--- src/rtl/gpv_ack_responder_if.sv ---
// Request/ack bundle between a gpv requester (master) and the ack responder (slave).
interface gpv_ack_responder_if #(
  parameter int NUM_CH = 4,
  parameter int DATA_W = 32,
  parameter int CH_W   = (NUM_CH > 1) ? $clog2(NUM_CH) : 1
);
  logic [NUM_CH-1:0]        valid_i;
  logic [NUM_CH*DATA_W-1:0] data_i;
  logic [NUM_CH-1:0]        ack_o;
  logic [DATA_W-1:0]        data_o;
  logic                     data_vld_o;
  logic [CH_W-1:0]          ch_o;
  logic [15:0]              txn_cnt_o;
  logic                     err_o;

  modport master (
    output valid_i, data_i,
    input  ack_o, data_o, data_vld_o, ch_o, txn_cnt_o, err_o
  );

  modport slave (
    input  valid_i, data_i,
    output ack_o, data_o, data_vld_o, ch_o, txn_cnt_o, err_o
  );
endinterface

--- src/rtl/gpv_ack_responder.sv ---
// Multi-channel valid/ack responder with programmable wait and round-robin ack arbitration.
// Optional sticky protocol-error reporting is enabled by defining GPV_ACK_RSP_ERR_EN.
module gpv_ack_responder #(
  parameter int NUM_CH    = 4,
  parameter int DATA_W    = 32,
  parameter int CNT_W     = 4,
  parameter int MODE      = 0,
  parameter int FIXED_DLY = 2
) (
  input logic                clk_i,
  input logic                rstn_i,
  gpv_ack_responder_if.slave bus
);

  localparam int CH_W = (NUM_CH > 1) ? $clog2(NUM_CH) : 1;
  localparam logic [CNT_W-1:0] TGT_RST = (MODE == 1) ? CNT_W'(FIXED_DLY) : {CNT_W{1'b0}};

  typedef enum logic [1:0] {
    ST_IDLE = 2'd0,
    ST_WAIT = 2'd1,
    ST_REQ  = 2'd2,
    ST_ACK  = 2'd3
  } state_t;

  state_t           state_r     [NUM_CH];
  state_t           state_nxt_s [NUM_CH];
  logic [CNT_W-1:0] cnt_r       [NUM_CH];
  logic [CNT_W-1:0] cnt_nxt_s   [NUM_CH];
  logic [CNT_W-1:0] tgt_r       [NUM_CH];
  logic [CNT_W-1:0] tgt_nxt_s   [NUM_CH];

  logic [NUM_CH-1:0] req_s;
  logic [NUM_CH-1:0] gnt_vec_s;
  logic              gnt_any_s;
  logic [CH_W-1:0]   gnt_idx_s;
  logic [DATA_W-1:0] gnt_data_s;
  logic [CH_W-1:0]   ptr_r;
  int                best_d_s;

  logic [NUM_CH-1:0] ack_r, ack_nxt_s;
  logic [DATA_W-1:0] data_r, data_nxt_s;
  logic              vld_r, vld_nxt_s;
  logic [CH_W-1:0]   ch_r, ch_nxt_s;
  logic [15:0]       txn_r, txn_nxt_s;

  // Round-robin arbiter: the requester closest to the pointer (cyclically) wins.
  always_comb begin
    gnt_any_s  = 1'b0;
    gnt_idx_s  = {CH_W{1'b0}};
    gnt_data_s = {DATA_W{1'b0}};
    best_d_s   = NUM_CH;
    for (int c = 0; c < NUM_CH; c++) begin
      req_s[c] = (state_r[c] == ST_REQ) && bus.valid_i[c];
    end
    for (int c = 0; c < NUM_CH; c++) begin
      if (req_s[c] && (((c + NUM_CH - int'(ptr_r)) % NUM_CH) < best_d_s)) begin
        best_d_s  = (c + NUM_CH - int'(ptr_r)) % NUM_CH;
        gnt_idx_s = CH_W'(c);
        gnt_any_s = 1'b1;
      end else begin
        best_d_s  = best_d_s;
      end
    end
    for (int c = 0; c < NUM_CH; c++) begin
      gnt_vec_s[c] = gnt_any_s && (gnt_idx_s == CH_W'(c));
      if (gnt_vec_s[c]) begin
        gnt_data_s = bus.data_i[c*DATA_W +: DATA_W];
      end else begin
        gnt_data_s = gnt_data_s;
      end
    end
  end

  // Per-channel next-state, wait counter and wait target.
  always_comb begin
    for (int c = 0; c < NUM_CH; c++) begin
      state_nxt_s[c] = state_r[c];
      cnt_nxt_s[c]   = cnt_r[c];
      tgt_nxt_s[c]   = tgt_r[c];
      case (state_r[c])
        ST_IDLE: begin
          if (!bus.valid_i[c]) begin
            state_nxt_s[c] = ST_IDLE;
          end else if (tgt_r[c] == {CNT_W{1'b0}}) begin
            state_nxt_s[c] = ST_REQ;
          end else begin
            state_nxt_s[c] = ST_WAIT;
            cnt_nxt_s[c]   = CNT_W'(1);
          end
        end
        ST_WAIT: begin
          // A dropped valid abandons the transaction and keeps the target.
          if (!bus.valid_i[c]) begin
            state_nxt_s[c] = ST_IDLE;
            cnt_nxt_s[c]   = {CNT_W{1'b0}};
          end else if (cnt_r[c] == tgt_r[c]) begin
            state_nxt_s[c] = ST_REQ;
          end else begin
            cnt_nxt_s[c]   = cnt_r[c] + CNT_W'(1);
          end
        end
        ST_REQ: begin
          if (!bus.valid_i[c]) begin
            state_nxt_s[c] = ST_IDLE;
            cnt_nxt_s[c]   = {CNT_W{1'b0}};
          end else if (gnt_vec_s[c]) begin
            state_nxt_s[c] = ST_ACK;
          end else begin
            state_nxt_s[c] = ST_REQ;
          end
        end
        ST_ACK: begin
          state_nxt_s[c] = ST_IDLE;
          cnt_nxt_s[c]   = {CNT_W{1'b0}};
          if (MODE == 0) begin
            tgt_nxt_s[c] = tgt_r[c] + CNT_W'(1);
          end else begin
            tgt_nxt_s[c] = tgt_r[c];
          end
        end
        default: begin
          state_nxt_s[c] = ST_IDLE;
          cnt_nxt_s[c]   = {CNT_W{1'b0}};
        end
      endcase
    end
  end

  // Channel state registers and arbitration pointer.
  always_ff @(posedge clk_i or negedge rstn_i) begin
    if (!rstn_i) begin
      for (int c = 0; c < NUM_CH; c++) begin
        state_r[c] <= ST_IDLE;
        cnt_r[c]   <= {CNT_W{1'b0}};
        tgt_r[c]   <= TGT_RST;
      end
      ptr_r <= {CH_W{1'b0}};
    end else begin
      for (int c = 0; c < NUM_CH; c++) begin
        state_r[c] <= state_nxt_s[c];
        cnt_r[c]   <= cnt_nxt_s[c];
        tgt_r[c]   <= tgt_nxt_s[c];
      end
      if (gnt_any_s) begin
        ptr_r <= (gnt_idx_s == CH_W'(NUM_CH - 1)) ? {CH_W{1'b0}} : gnt_idx_s + CH_W'(1);
      end else begin
        ptr_r <= ptr_r;
      end
    end
  end

  // Next values of the shared outputs; they hold when nothing is granted.
  always_comb begin
    ack_nxt_s = gnt_vec_s;
    vld_nxt_s = gnt_any_s;
    if (gnt_any_s) begin
      data_nxt_s = gnt_data_s;
      ch_nxt_s   = gnt_idx_s;
      txn_nxt_s  = txn_r + 16'd1;
    end else begin
      data_nxt_s = data_r;
      ch_nxt_s   = ch_r;
      txn_nxt_s  = txn_r;
    end
  end

  // Output registers.
  always_ff @(posedge clk_i or negedge rstn_i) begin
    if (!rstn_i) begin
      ack_r  <= {NUM_CH{1'b0}};
      data_r <= {DATA_W{1'b0}};
      vld_r  <= 1'b0;
      ch_r   <= {CH_W{1'b0}};
      txn_r  <= 16'd0;
    end else begin
      ack_r  <= ack_nxt_s;
      data_r <= data_nxt_s;
      vld_r  <= vld_nxt_s;
      ch_r   <= ch_nxt_s;
      txn_r  <= txn_nxt_s;
    end
  end

  assign bus.ack_o      = ack_r;
  assign bus.data_o     = data_r;
  assign bus.data_vld_o = vld_r;
  assign bus.ch_o       = ch_r;
  assign bus.txn_cnt_o  = txn_r;

`ifdef GPV_ACK_RSP_ERR_EN
  logic [NUM_CH-1:0] drop_s;
  logic              err_r;
  logic [NUM_CH-1:0] err_vec_r;

  // Valid falling while waiting or requesting is a protocol violation.
  always_comb begin
    for (int c = 0; c < NUM_CH; c++) begin
      drop_s[c] = ((state_r[c] == ST_WAIT) || (state_r[c] == ST_REQ)) && !bus.valid_i[c];
    end
  end

  // Sticky error flag and per-channel error record.
  always_ff @(posedge clk_i or negedge rstn_i) begin
    if (!rstn_i) begin
      err_r     <= 1'b0;
      err_vec_r <= {NUM_CH{1'b0}};
    end else begin
      err_r     <= err_r | (|drop_s);
      err_vec_r <= err_vec_r | drop_s;
    end
  end

  assign bus.err_o = err_r;
`else
  assign bus.err_o = 1'b0;
`endif

endmodule

--- src/flat_wrapper.sv ---
// flat-port wrapper written by rule: the top's interface ports become plain ports
module gpv_ack_responder_flat 
#(
  parameter int NUM_CH    = 4,
  parameter int DATA_W    = 32,
  parameter int CNT_W     = 4,
  parameter int MODE      = 0,
  parameter int FIXED_DLY = 2
)
  (clk_i, rstn_i, bus_valid_i, bus_data_i, bus_ack_o, bus_data_o, bus_data_vld_o, bus_ch_o, bus_txn_cnt_o, bus_err_o);
  gpv_ack_responder_if #(.NUM_CH(NUM_CH), .DATA_W(DATA_W), .CH_W((2))) bus_i ();
  input logic clk_i;
  input logic rstn_i;
  input wire logic [$bits(bus_i.valid_i)-1:0] bus_valid_i;
  input wire logic [$bits(bus_i.data_i)-1:0] bus_data_i;
  output wire logic [$bits(bus_i.ack_o)-1:0] bus_ack_o;
  output wire logic [$bits(bus_i.data_o)-1:0] bus_data_o;
  output wire logic [$bits(bus_i.data_vld_o)-1:0] bus_data_vld_o;
  output wire logic [$bits(bus_i.ch_o)-1:0] bus_ch_o;
  output wire logic [$bits(bus_i.txn_cnt_o)-1:0] bus_txn_cnt_o;
  output wire logic [$bits(bus_i.err_o)-1:0] bus_err_o;
  assign bus_i.valid_i = bus_valid_i;
  assign bus_i.data_i = bus_data_i;
  assign bus_ack_o = bus_i.ack_o;
  assign bus_data_o = bus_i.data_o;
  assign bus_data_vld_o = bus_i.data_vld_o;
  assign bus_ch_o = bus_i.ch_o;
  assign bus_txn_cnt_o = bus_i.txn_cnt_o;
  assign bus_err_o = bus_i.err_o;
  gpv_ack_responder #(.NUM_CH(NUM_CH), .DATA_W(DATA_W), .CNT_W(CNT_W), .MODE(MODE), .FIXED_DLY(FIXED_DLY)) u_core (.clk_i(clk_i), .rstn_i(rstn_i), .bus(bus_i));
endmodule
--- config.mk ---
export PLATFORM = sky130hd
export DESIGN_NAME = gpv_ack_responder_flat
export DESIGN_NICKNAME = d
export VERILOG_FILES = /design/src/rtl/gpv_ack_responder_if.sv /design/src/rtl/gpv_ack_responder.sv /design/src/flat_wrapper.sv
export SDC_FILE = /design/constraint.sdc
export NUM_CORES = 1
export LEC_CHECK = 0
export CELL_PAD_IN_SITES_DETAIL_PLACEMENT = 0
export CELL_PAD_IN_SITES_GLOBAL_PLACEMENT = 1
export CORE_ASPECT_RATIO = 0.75
export CORE_MARGIN = 4
export CORE_UTILIZATION = 37
export CTS_CLUSTER_DIAMETER = 80
export DETAILED_ROUTE_END_ITERATION = 8
export MAX_ROUTING_LAYER = met4
export PLACE_DENSITY = 0.83
export SLEW_MARGIN = 20
export SYNTH_ARGS = -nofsm -noshare
export SYNTH_HDL_FRONTEND = slang
export SYNTH_SLANG_ARGS = --single-unit
export TNS_END_PERCENT = 1
--- constraint.sdc ---
create_clock -name clk_i -period 10.6 [get_ports clk_i]
set_clock_uncertainty 0.15 [all_clocks]
set_input_delay 1.06 -clock clk_i [delete_from_list [all_inputs] [get_ports clk_i]]
set_output_delay 1.06 -clock clk_i [all_outputs]
set_load 0.005 [all_outputs]
==> flow_summary.yaml <==
run_status:
  status: "complete, no violations"
detailed_routing:
  wire_per_inst_um: 18.3
  ant_nets: 0
  dr.pass1.iters: 5
  drtIter0Drc: 498
  vias: 5490
  drc: 0
  viasPerCell: 5.50
  routed_wl_um: 18200
place:
  place_inst: 982
  place.gp.congestion: 0.843
  hpwl_um: 13000
  port_buffers: 188
job:
  max_cap_violations: 0
yosys:
  synthTopCellsByCount: "97 x dfrtp_1, 68 x a21oi_1, 60 x nand2_1"
  synth_warnings: 0
  syn-num-nets: 777
  post-synth-top-area-fraction: 0.419
  yosysMostFrequentCell: "dfrtp_1"
  synth_seq_cells: 97
  synth_cell_types: 60
  synth_edf_count: 0
  syn_area_per_cell_um2: 9.25
  synth-main-ff-cell: "dfrtp_1"
  synth_cells: 626
  async_flop_share: 1.00
  yosysSeqAreaShare: 0.419
  synth_area_leaders: "dfrtp_1 42%, a21oi_1 5.9%, a21o_1 4.7%"
  synth_top_area_cell: "dfrtp_1"
  netlist_area_um2: 5790
worst_setup_path:
  rr_endpoint: "u_core.bus.data_o[22]"
  worstPathRequired_ns: 10.67
  worstSetupStartpoint: "bus_valid_i[0]"
  worst_setup_path_end_kind: "flip-flop"
  crit_path_start_kind: "input pin"
  crit_fanout: 36
  cp.arrival_ns: 7.11
  r2r-start: "u_core.state_r[4]"
  regToRegSetupSlack_ns: 4.30
  crit_end: "u_core.bus.data_o[22]"
  path_class: "in -> reg"
  r2r_cells: 19
worst_hold_path:
  hold_path.class: "reg -> reg"
  worstHoldStart: "u_core.bus.txn_cnt_o[15]"
  hold_depth: 1
floorplan:
  die_h_um: 116
  num_io_pins: 190
  dieWidth_um: 152
  rows: 39
  core_area_um2: 15300
  start_util: 0.379
  dieArea_um2: 17700
global_route:
  grt_overflow_total: 0
  groute.usage.overall: 0.204
  grt_pass1_vias: 5555
  antenna_found_initial: 0
  grt_max_degree: 51
  grt_pass1_wl_um: 28700
clocking:
  cts_buffers: 9
  cts_buffer_depth: 2
  cts_resized: 0
  hold_buffers: 0
  cts_max_level: 3
  insertion_delay_ns: 0.34
  path_clk_slew_ns: 0.07
  root_buffer: "clkbuf_16"
  cts_tree: "done"
  post_cts_buffers: 0
  cts_sinks: 97
timing:
  tns_ns: 0
  min_period_ns: 7.04
  relSlewSlack: 0.268
  fin_crit_sh: 0.664
  slew_violations: 0
  rsz0062_at_grt: "false"
  final-setup-viol-count: 0
  tightest_slew_ns: 1.10
  hold_viol: 0
  fmax_mhz: 142
power_and_ir_drop:
  power_mw: 2.09
  power.density_nw_per_um2: 259
  p_leak_nw: 3.46
  ir_drop_v: 0.000102
layout:
  syn_to_final_growth_pct: 39.1
  antenna_cells: 0
  nets: 939
  stdcell_count: 998
  layout-drive-gt1-share: 0.0504
  utilization: 0.527
==> how the worst min path moves through the flow <==
stage                               end  slack (ns)
5_1_grt        u_core.bus.txn_cnt_o[15]        0.34
3_5_place_dp   u_core.bus.txn_cnt_o[15]        0.32
4_1_cts        u_core.bus.txn_cnt_o[15]        0.33
2_1_floorplan  u_core.bus.txn_cnt_o[15]        0.32
3_3_place_gp   u_core.bus.txn_cnt_o[15]        0.31
6_report       u_core.bus.txn_cnt_o[15]        0.32
==> through the flow <==
| step | hold slack (ns) | setup WS [ns] | instance area (um^2) |
|---|---|---|---|
| 2_1_floorplan | 0.318 | 5.78 | 5790 |
| 3_3_place_gp | 0.311 | 3.52 | 7770 |
| 3_5_place_dp | 0.316 | 3.27 | 7770 |
| 4_1_cts | 0.325 | 3.67 | 8050 |
| 5_1_grt | 0.341 | 3.05 | 8050 |
| 6_report | 0.316 | 3.56 | 8050 |
==> power by group <==
group	internal (mW)	switching [mW]	total [mW]
clock	0.167	0.147	0.314
combinational	0.549	0.535	1.08
sequential	0.521	0.168	0.688
total	1.24	0.849	2.09
==> per-layer routing <==
| metal | global-route usage | vias to the layer above | routed length [um] | share of wire |
|---|---|---|---|---|
| li1 | - | 2592 | - | - |
| met5 | - | - | 0 | 0 |
| met4 | 0.0677 | 0 | 495 | 0.027 |
| met1 | 0.272 | 2683 | 8100 | 0.44 |
| met2 | 0.321 | 182 | 8800 | 0.48 |
| met3 | 0.0333 | 33 | 840 | 0.046 |
==> registers in the layout, summed over array words and instances, names as in the netlist, 2 cells and up <==
name and count:
u_core.cnt_r 16, u_core.bus.data_o 32, u_core.tgt_r 16, u_core.bus.ack_o 4
u_core.bus.txn_cnt_o 16, u_core.state_r 8, u_core.bus.ch_o 2, u_core.ptr_r 2
==> logic make-up (layout without fill, tap and decap cells) <==
kind of cell / count (synthesis) / in the layout / synth area share
and+or+nand+nor: 202 / 202 / 0.187
AOI/OAI and AO/OA: 193 / 193 / 0.224
DFF: 97 / 97 / 0.419
buffers and inverters: 60 / 227 / 0.0447
xor gates and xnor gates: 46 / 46 / 0.0696
adders and majority gates: 17 / 17 / 0.0367
muxes: 10 / 10 / 0.0186
other: 1 / 1 / 0.000648
==> area by class of cell <==
cell class | instances | area, um^2
Fill cell | 1381 | 7220
Multi-Input combinational cell | 469 | 3100
Sequential cell | 97 | 2430
Timing Repair Buffer | 192 | 1910
Tap cell | 205 | 256
Clock buffer | 11 | 243
Inverter | 19 | 71.3
Clock inverter | 5 | 40.0
==> worst max-delay path, cell delays in order <==
cell             delay (ns)
clkdlybuf4s50_1        0.66
nand3b_1               0.27
nand2_1                0.11
o21ai_0                0.08
a32oi_1                0.23
ha_1                   0.31
a21oi_1                0.14
o22a_1                 0.17
nand2_1                0.14
nand2_1                0.08
o21ai_0                0.08
ha_1                   0.31
o21ai_1                0.11
nand3_2                0.62
nand3_1                0.23
ha_1                   0.26
inv_1                  0.79
nand4_2                0.91
o221ai_1               0.48
a21oi_1                0.07
==> placed cells by master (no fill, tap or decap), types with 6 or more instances in the layout <==
master / count
nand3b_1: 6
and2_1: 7
a21oi_1: 68
and3_1: 7
a21o_1: 36
nand4_1: 6
o221ai_1: 27
clkdlybuf4s50_1: 187
nor2_1: 25
nand2_1: 60
o21ai_0: 22
clkbuf_16: 9
xnor2_1: 29
inv_1: 18
dfrtp_1: 97
or3_1: 33
xor2_1: 17
ha_1: 17
mux2_2: 6
nand3_1: 28
Note: power is estimated with default switching activity, not from simulation.
